===== src/rtl/dmem_arbiter.sv =====
// dmem_arbiter: round-robin arbiter and size-aware access sequencer for the word-organised data memory
module dmem_arbiter #(
  parameter int MEM_WORDS = 100
) (
  input  logic        clk,
  input  logic        rst,
  input  logic        c_req,
  input  logic        c_we,
  input  logic [2:0]  c_funct3,
  input  logic [31:0] c_addr,
  input  logic [31:0] c_wdata,
  output logic        c_ack,
  output logic [31:0] c_rdata,
  output logic        c_err,
  input  logic        m_req,
  input  logic        m_we,
  input  logic [2:0]  m_funct3,
  input  logic [31:0] m_addr,
  input  logic [31:0] m_wdata,
  output logic        m_ack,
  output logic [31:0] m_rdata,
  output logic        m_err,
  output logic        d_r_en,
  output logic        d_w_en,
  output logic [31:0] d_add,
  output logic [31:0] data_in,
  input  logic [31:0] d_out
);
  typedef enum logic [2:0] {IDLE, READ, CAPT, MERGE, WRITE, DONE} state_t;
  localparam logic [29:0] LIMIT = 30'(MEM_WORDS);
  state_t state_q, state_d;
  logic port_q, port_d, last_q, last_d, we_q, we_d, err_q, err_d;
  logic [2:0] f3_q, f3_d;
  logic [31:0] addr_q, addr_d, wdata_q, wdata_d, rdata_q, rdata_d;
  logic gm, s_we, bad, done;
  logic [2:0] s_f3;
  logic [31:0] s_addr, s_wdata, lane, merged;
  logic [7:0] b;
  logic [15:0] h;
  logic [4:0] sh;
  always_comb begin
    gm = m_req & (~c_req | ~last_q);
    s_we = gm ? m_we : c_we;
    s_f3 = gm ? m_funct3 : c_funct3;
    s_addr = gm ? m_addr : c_addr;
    s_wdata = gm ? m_wdata : c_wdata;
    bad = !(s_f3 inside {3'b000, 3'b001, 3'b010, 3'b100, 3'b101}) || (s_we && s_f3[2]) ||
          (s_f3[1:0] == 2'b01 && s_addr[0]) || (s_f3 == 3'b010 && s_addr[1:0] != 2'b00) ||
          (s_addr[31:2] >= LIMIT);
    sh = {addr_q[1:0], 3'b000};
    b = 8'(d_out >> sh);
    h = addr_q[1] ? d_out[31:16] : d_out[15:0];
    lane = f3_q == 3'b000 ? {{24{b[7]}}, b} :
           f3_q == 3'b100 ? {24'b0, b} :
           f3_q == 3'b001 ? {{16{h[15]}}, h} :
           f3_q == 3'b101 ? {16'b0, h} : d_out;
    merged = f3_q[0] ? (d_out & ~(32'h0000FFFF << sh)) | ({16'b0, wdata_q[15:0]} << sh)
                     : (d_out & ~(32'h000000FF << sh)) | ({24'b0, wdata_q[7:0]} << sh);
    state_d = state_q;
    port_d = port_q;
    last_d = last_q;
    we_d = we_q;
    err_d = err_q;
    f3_d = f3_q;
    addr_d = addr_q;
    wdata_d = wdata_q;
    rdata_d = rdata_q;
    case (state_q)
      IDLE: if (c_req || m_req) begin
        port_d = gm;
        we_d = s_we;
        f3_d = s_f3;
        addr_d = s_addr;
        wdata_d = s_wdata;
        rdata_d = '0;
        err_d = bad;
        state_d = bad ? DONE : (s_we && s_f3 == 3'b010) ? WRITE : READ;
      end
      READ:  state_d = we_q ? MERGE : CAPT;
      CAPT: begin
        rdata_d = lane;
        state_d = DONE;
      end
      MERGE: begin
        wdata_d = merged;
        state_d = WRITE;
      end
      WRITE: state_d = DONE;
      DONE: begin
        last_d = port_q;
        state_d = IDLE;
      end
      default: state_d = IDLE;
    endcase
  end
  always_ff @(posedge clk) begin
    if (rst) begin
      state_q <= IDLE;
      last_q <= 1'b1;
      port_q <= 1'b0;
      we_q <= 1'b0;
      err_q <= 1'b0;
      f3_q <= '0;
      addr_q <= '0;
      wdata_q <= '0;
      rdata_q <= '0;
    end else begin
      state_q <= state_d;
      last_q <= last_d;
      port_q <= port_d;
      we_q <= we_d;
      err_q <= err_d;
      f3_q <= f3_d;
      addr_q <= addr_d;
      wdata_q <= wdata_d;
      rdata_q <= rdata_d;
    end
  end
  // rst gates the strobes combinationally so a write in flight is dropped in the reset cycle
  assign done = state_q == DONE && !rst;
  assign c_ack = done && !port_q;
  assign m_ack = done && port_q;
  assign c_rdata = c_ack ? rdata_q : '0;
  assign m_rdata = m_ack ? rdata_q : '0;
  assign c_err = c_ack && err_q;
  assign m_err = m_ack && err_q;
  assign d_r_en = state_q == READ && !rst;
  assign d_w_en = state_q == WRITE && !rst;
  assign d_add = (state_q == READ || state_q == WRITE) ? {2'b00, addr_q[31:2]} : '0;
  assign data_in = state_q == WRITE ? wdata_q : '0;
endmodule


===== config.mk =====
export PLATFORM = sky130hd
export DESIGN_NAME = dmem_arbiter
export DESIGN_NICKNAME = d
export VERILOG_FILES = /design/src/rtl/dmem_arbiter.sv
export SDC_FILE = /design/constraint.sdc
export NUM_CORES = 1
export LEC_CHECK = 0
export ABC_AREA = 1
export BUFFER_PORTS_ARGS = -buffer_cell sky130_fd_sc_hd__buf_2
export CAP_MARGIN = 20
export CORE_ASPECT_RATIO = 0.5
export CORE_MARGIN = 2
export CORE_UTILIZATION = 30
export CTS_CLUSTER_DIAMETER = 200
export DETAILED_ROUTE_END_ITERATION = 8
export PLACE_DENSITY_LB_ADDON = 0.2
export SLEW_MARGIN = 40
export SYNTH_ARGS = -nofsm -noshare
export SYNTH_HDL_FRONTEND = slang
export SYNTH_SLANG_ARGS = --single-unit

===== constraint.sdc =====
create_clock -name clk -period 2.3 [get_ports clk]
set_input_delay 0.115 -clock clk [delete_from_list [all_inputs] [get_ports clk]]
set_output_delay 0.115 -clock clk [all_outputs]
set_load 0.005 [all_outputs]

== Yosys cells after proc, flatten, opt, wreduce, memory -nomap -nowiden ==
Index checks and enable logic that the tools add are counted.

* Bits of input ports: 172
* Bits in registers: 106
* Output and inout bits: 134

* Magnitude comparators: 1
* Shifts and indexed selects: 5
* Mux-type cells: 23
* Bitwise gates (word level): 10
* Reductions and logical operators: 31
* Equal/unequal tests: 14

{| class="wikitable"
|+ Operator list
! cell !! number
|-
| 32-bit 2-to-1 mux || 12
|-
| 32-bit case mux with 2 select lines || 2
|-
| 32-bit bitwise AND || 2
|-
| 32-bit inverter || 2
|-
| 32-bit bitwise OR || 2
|-
| 16-bit by 5-bit << shifter with 32-bit output || 1
|-
| 16-bit by 5-bit << shifter with 32-bit output, first input constant || 1
|-
| 8-bit by 5-bit << shifter with 32-bit output || 1
|-
| 8-bit by 5-bit << shifter with 32-bit output, first input constant || 1
|-
| 32-bit by 5-bit right shift with 8-bit output || 1
|-
| 30-bit by 7-bit greater-or-equal comparator with 1-bit output, second input constant || 1
|-
| 30-bit 2-to-1 mux || 1
|-
| 3-bit equality test, second input constant || 6
|-
| 16-bit 2-to-1 mux || 1
|-
| 3-bit 2-to-1 mux || 4
|-
| 3-bit case mux with 4 select lines || 1
|-
| 1-bit logical AND || 11
|-
| 3-bit by 1-bit equality test with 1-bit output, second input constant || 3
|-
| 3-bit by 2-bit equality test with 1-bit output, second input constant || 3
|-
| 3-bit zero test || 3
|-
| 1-bit logical OR || 6
|-
| 2-bit AND reduction || 3
|-
| 2-bit nonzero test || 3
|-
| 5-bit nonzero test || 1
|-
| 8 further kinds || 12
|}

== Longest topological paths before layout ==
* Depth in word-level cells: 14
* Depth in mapped cells: 13
* Mapped depth without buffers: 12

== Worst setup path after synthesis ==
OpenSTA, ideal clock, no wires.

* Path kind: flip-flop to flip-flop
* Start: register addr_q[1]
* End: register wdata_q[16]
* Clock period less this slack: 1.936 ns
* Arrival time: 1.862 ns
* Stages on the path, launching flop included: 11
* Slack: 0.364 ns
* Buffers on the path: 3
* Cell sequence: dfxtp_1 > inv_1 > clkbuf_1 > clkbuf_1 > ha_1 > clkbuf_1 > o22ai_1 > nand2_1 > o221ai_1 > nand2_1 > a31oi_1

* Longest elaborated chain between the ends: 6
* Elaborated cells on any way between the ends: 12

{| class="wikitable"
|+ Ends and longest elaborated chain
! element !! line !! source
|-
| from (decl) || 34 || <nowiki>logic [31:0] addr_q, addr_d, wdata_q, wdata_d, rdata_q, rdata_d;</nowiki>
|-
| from (signal assigned) || 114 || <nowiki>addr_q <= addr_d;</nowiki>
|-
| 16-bit by 5-bit << shifter with 32-bit output or 8-bit by 5-bit << shifter with 32-bit output (tied branches) || 57, 58 ||
|-
| 32-bit inverter (on tied branches) || 57, 58 ||
|-
| 32-bit bitwise AND (on tied branches) || 57, 58 ||
|-
| 32-bit bitwise OR (on tied branches) || 57, 58 ||
|-
| 32-bit 2-to-1 mux * || 57 || <nowiki>merged = f3_q[0] ? (d_out & ~(32'h0000FFFF << sh)) | ({16'b0, wdata_q[15:0]} << sh)</nowiki>
|-
| 32-bit case mux with 2 select lines * || 68 || <nowiki>case (state_q)</nowiki>
|-
| to (signal assigned) || 115 || <nowiki>wdata_q <= wdata_d;</nowiki>
|-
| to (decl) || 34 ||
|}

Every way passes the cells marked *; elsewhere a longest branch is shown, timed or not.
A chain may end at the register's enable or synchronous reset.

== Final worst setup path ==
* Start: register state_q[0]
* End: output m_rdata[16]

* Longest elaborated chain between the ends: 4

{| class="wikitable"
|+ Ends and longest elaborated chain
! element !! line !! source
|-
| from (decl) || 31 || <nowiki>state_t state_q, state_d;</nowiki>
|-
| from (signal assigned) || 108 || <nowiki>state_q <= state_d;</nowiki>
|-
| 3-bit equality test || 120 || <nowiki>assign done = state_q == DONE && !rst;</nowiki>
|-
| 1-bit logical AND || 120 ||
|-
| 1-bit logical AND || 122 || <nowiki>assign m_ack = done && port_q;</nowiki>
|-
| 32-bit 2-to-1 mux || 124 || <nowiki>assign m_rdata = m_ack ? rdata_q : '0;</nowiki>
|-
| to (decl) || 21 || <nowiki>output logic [31:0] m_rdata,</nowiki>
|}

Every way passes these cells.

==> impl_metrics.tcl <==
set metrics [dict create \
    avgSynthCellArea_sq_um 5.82 \
    synth.top_cell.area_share_pct 28.3 \
    io_pins 306 \
    wl_mm 29.6 \
    crit_slowest_cell "dfxtp_2" \
    power_switching_mw 4.51 \
    numCtsBuffers 9 \
    crit_buf_inv 5 \
    grt_usage_pct 21.8 \
    synth_edf_count 0 \
    comb_power_share_pct 54.1 \
    ys_async_sr_fraction_pct 0 \
    crit_family "simple AND/OR/NAND/NOR gates" \
    die_w_um 228 \
    start_util_pct 30.9 \
    synth_cell_type_count 40 \
    port-buffer-count 303 \
    ys_ff_latch 106 \
    report.final.setup_viol 0 \
    synth.cell_area_sq_mm 0.00751 \
    dp_hpwl_mm 23.3 \
    finish.utilization_pct 39.3 \
    synth_top_area_cell "dfxtp_1" \
    grt_max_degree 54 \
    maxSlewHeadroom_pct 55.4 \
    clkPwrFrac_pct 17.4 \
    path_max_fanout 33 \
    finalCritPeriodShare_pct 91.4 \
    max_freq_mhz 476 \
    crit_path_end_kind "output port" \
    htreeDepth 3 \
    vias 9163 \
    status "complete, no violations" \
    critical_path_required_ns 2.18 \
    clkTransAtPathRegs_ns 0.07 \
    die_h_um 116 \
    dieArea_sq_mm 0.0264 \
    viasPerCell 4.87 \
    grt_overflow 0 \
    synth.area.top_cells "dfxtp_1, nand2_1, nor2_1" \
    ir_worst_vdd_uv 406 \
    drt_iter0_drc 598 \
    clock_skew_ns 0.00496 \
    wl_per_cell_um 15.7 \
    worstSetupPathType "reg2out" \
    cts_hold_buffers 0 \
    grt_pass1_vias 8268 \
    period_needed_ns 2.10 \
    dr.pass1.iters 5 \
    cp_data_arrival_time_ns 1.99 \
    route.detailed.drc 0 \
    antenna_left 0 \
    antenna_cells 0 \
    syn2layout_area_growth_pct 27.1 \
    place_congestion 0.918 \
    power_density_mw_per_mm2 982 \
    synth_ff_type "dfxtp_1" \
    post_cts_buffers 0 \
    internal_power_mw 4.86 \
    hold_violations 0 \
    drv_slew 0 \
    grt_pass1_wl_mm 45.4 \
    antenna_found_initial 1 \
    cts_max_path_buffers 2 \
    drv_cap 0 \
    worst_pin_slew_ns 0.669 \
    yosysSeqAreaShare_pct 28.3 \
    ys_warn_count 0 \
    row_count 40 \
    finalSetupTns_ns 0 \
    cts_tree "done" \
    drive_gt1_share_pct 24.5 \
    rsz0062_at_grt "no" \
    slowest_delay_ns 0.37 \
    p_total_mw 9.37 \
    cts_root_buf "clkbuf_16" \
    leakagePower_nw 4.55 \
    worstPathCellList "inv_2 -> or2_1 -> nor2_1 -> inv_2 -> nor3_2 -> inv_1 -> buf_4 -> nor2_1 -> buf_2" \
    start_kind "flip-flop" \
    layout.nets 1716 \
    clkLatencyLatePin_ns 0.37 \
    hold_class "in2reg" \
    clkSinkCount 106 \
    power.share.sequential_pct 28.5 \
    netlist_instances 1291 \
    switching_share_pct 48.1 \
    n_fill_cell 2693 \
    core_area_sq_mm 0.0243 \
]
==> through the flow <==
stage               hold slack (ns)  instances  area [sq um]  setup WS (ns)
finish                       0.0164       1881          9540          0.199
global route                 0.0314       1881          9540         0.0222
CTS                         0.00206       1881          9530         0.0615
detailed placement            0.398       1865          9230          0.415
global placement              0.402       1865          9230          0.466
floorplan                     0.275       1292          7510          0.364
==> final cells by class <==
| type | count | area, sq um | area share [%] |
|---|---|---|---|
| Multi-Input combinational cell | 912 | 4280 | 44.9 |
| Sequential cell | 106 | 2120 | 22.3 |
| Timing Repair Buffer | 330 | 1730 | 18.1 |
| Inverter | 181 | 682 | 7.15 |
| Tap cell | 336 | 420 | 4.41 |
| Clock buffer | 9 | 225 | 2.36 |
| Clock inverter | 7 | 76.3 | 0.800 |
==> worst min-delay path, delay by kind of cell <==
kind / cells / cell delay (ns)
AO/OA/AOI/OAI: 1 / 0.07
buffers and inverters: 1 / 0.10
AND/OR/NAND/NOR: 1 / 0.05
==> path summary, 6_finish.rpt <==
path | start | end | slack [ns] | cells after the start
setup reg to reg | addr_q[1] | wdata_q[23] | 0.40 | 8
hold / removal | m_addr[3] | addr_q[3] | 0.02 | 3
hold reg to reg | addr_q[20] | addr_q[20] | 0.47 | 2
setup / recovery | state_q[0] | m_rdata[16] | 0.20 | 9
==> power by group through the flow <==
stage	Clock, mW	Sequential (mW)	Combinational, mW
floorplan	0	2.60	3.56
detailed placement	0	2.70	5.04
finish	1.63	2.67	5.07
CTS	1.68	2.66	5.06
global route	1.74	2.73	5.72
global placement	0	2.69	5.00
==> repair_timing <==
item	CTS	global route
setup endpoints to repair	1	37
pin swaps	0	0
resized for setup	1	2
==> synth_stat cells (all sizes together), types with 16 or more instances <==
master  number
nand3       25
inv        179
a21oi       88
buf         48
o22ai       37
nand2      268
dfxtp      106
nor2       264
clkbuf      45
a31oi       22
o21ai      140
o221ai      16
==> cells in the final DEF, fill, tap and decap left out, types with 2 or more instances in the layout <==
cell type	count
nand2_1	265
a22oi_1	9
nand3b_1	10
nor2_1	255
clkinv_1	2
inv_6	2
o221ai_1	16
o21ai_0	129
nand3_1	25
clkbuf_16	9
conb_1	2
ha_1	4
a31oi_1	22
o211ai_1	3
a21oi_1	87
inv_2	11
clkinv_2	2
a211oi_1	15
o21ai_1	9
nor3_1	2
dfxtp_1	105
nor2_2	6
o22ai_1	36
buf_2	303
buf_4	26
nor2_4	3
inv_1	167
==> metal layers <==
layer / GRT usage (%) / wire (um) / vias to the layer above
met5: 0 / 14 / -
met4: 6.49 / 596 / 2
met3: 3.81 / 1530 / 36
met2: 35.5 / 13600 / 269
met1: 29.7 / 13800 / 4233
li1: - / - / 4623
==> flip-flops by register name, indices dropped and copies added (netlist names) <==
| name | count |
|---|---|
| rdata_q | 32 |
| addr_q | 32 |
| state_q | 3 |
| wdata_q | 32 |
| port_q | 1 |
| last_q | 1 |
| f3_q | 3 |
| err_q | 1 |
| we_q | 1 |
==> cells by family after synthesis <==
kind of cell | count (synthesis) | synth area share (%)
AO/OA/AOI/OAI | 333 | 25.4
buffers and inverters | 274 | 15.0
other | 1 | 0.0500
flip-flops | 106 | 28.3
adder cells (fa/ha/maj) | 4 | 0.667
AND/OR/NAND/NOR | 573 | 30.6
Power figures use the tool's default switching activity.
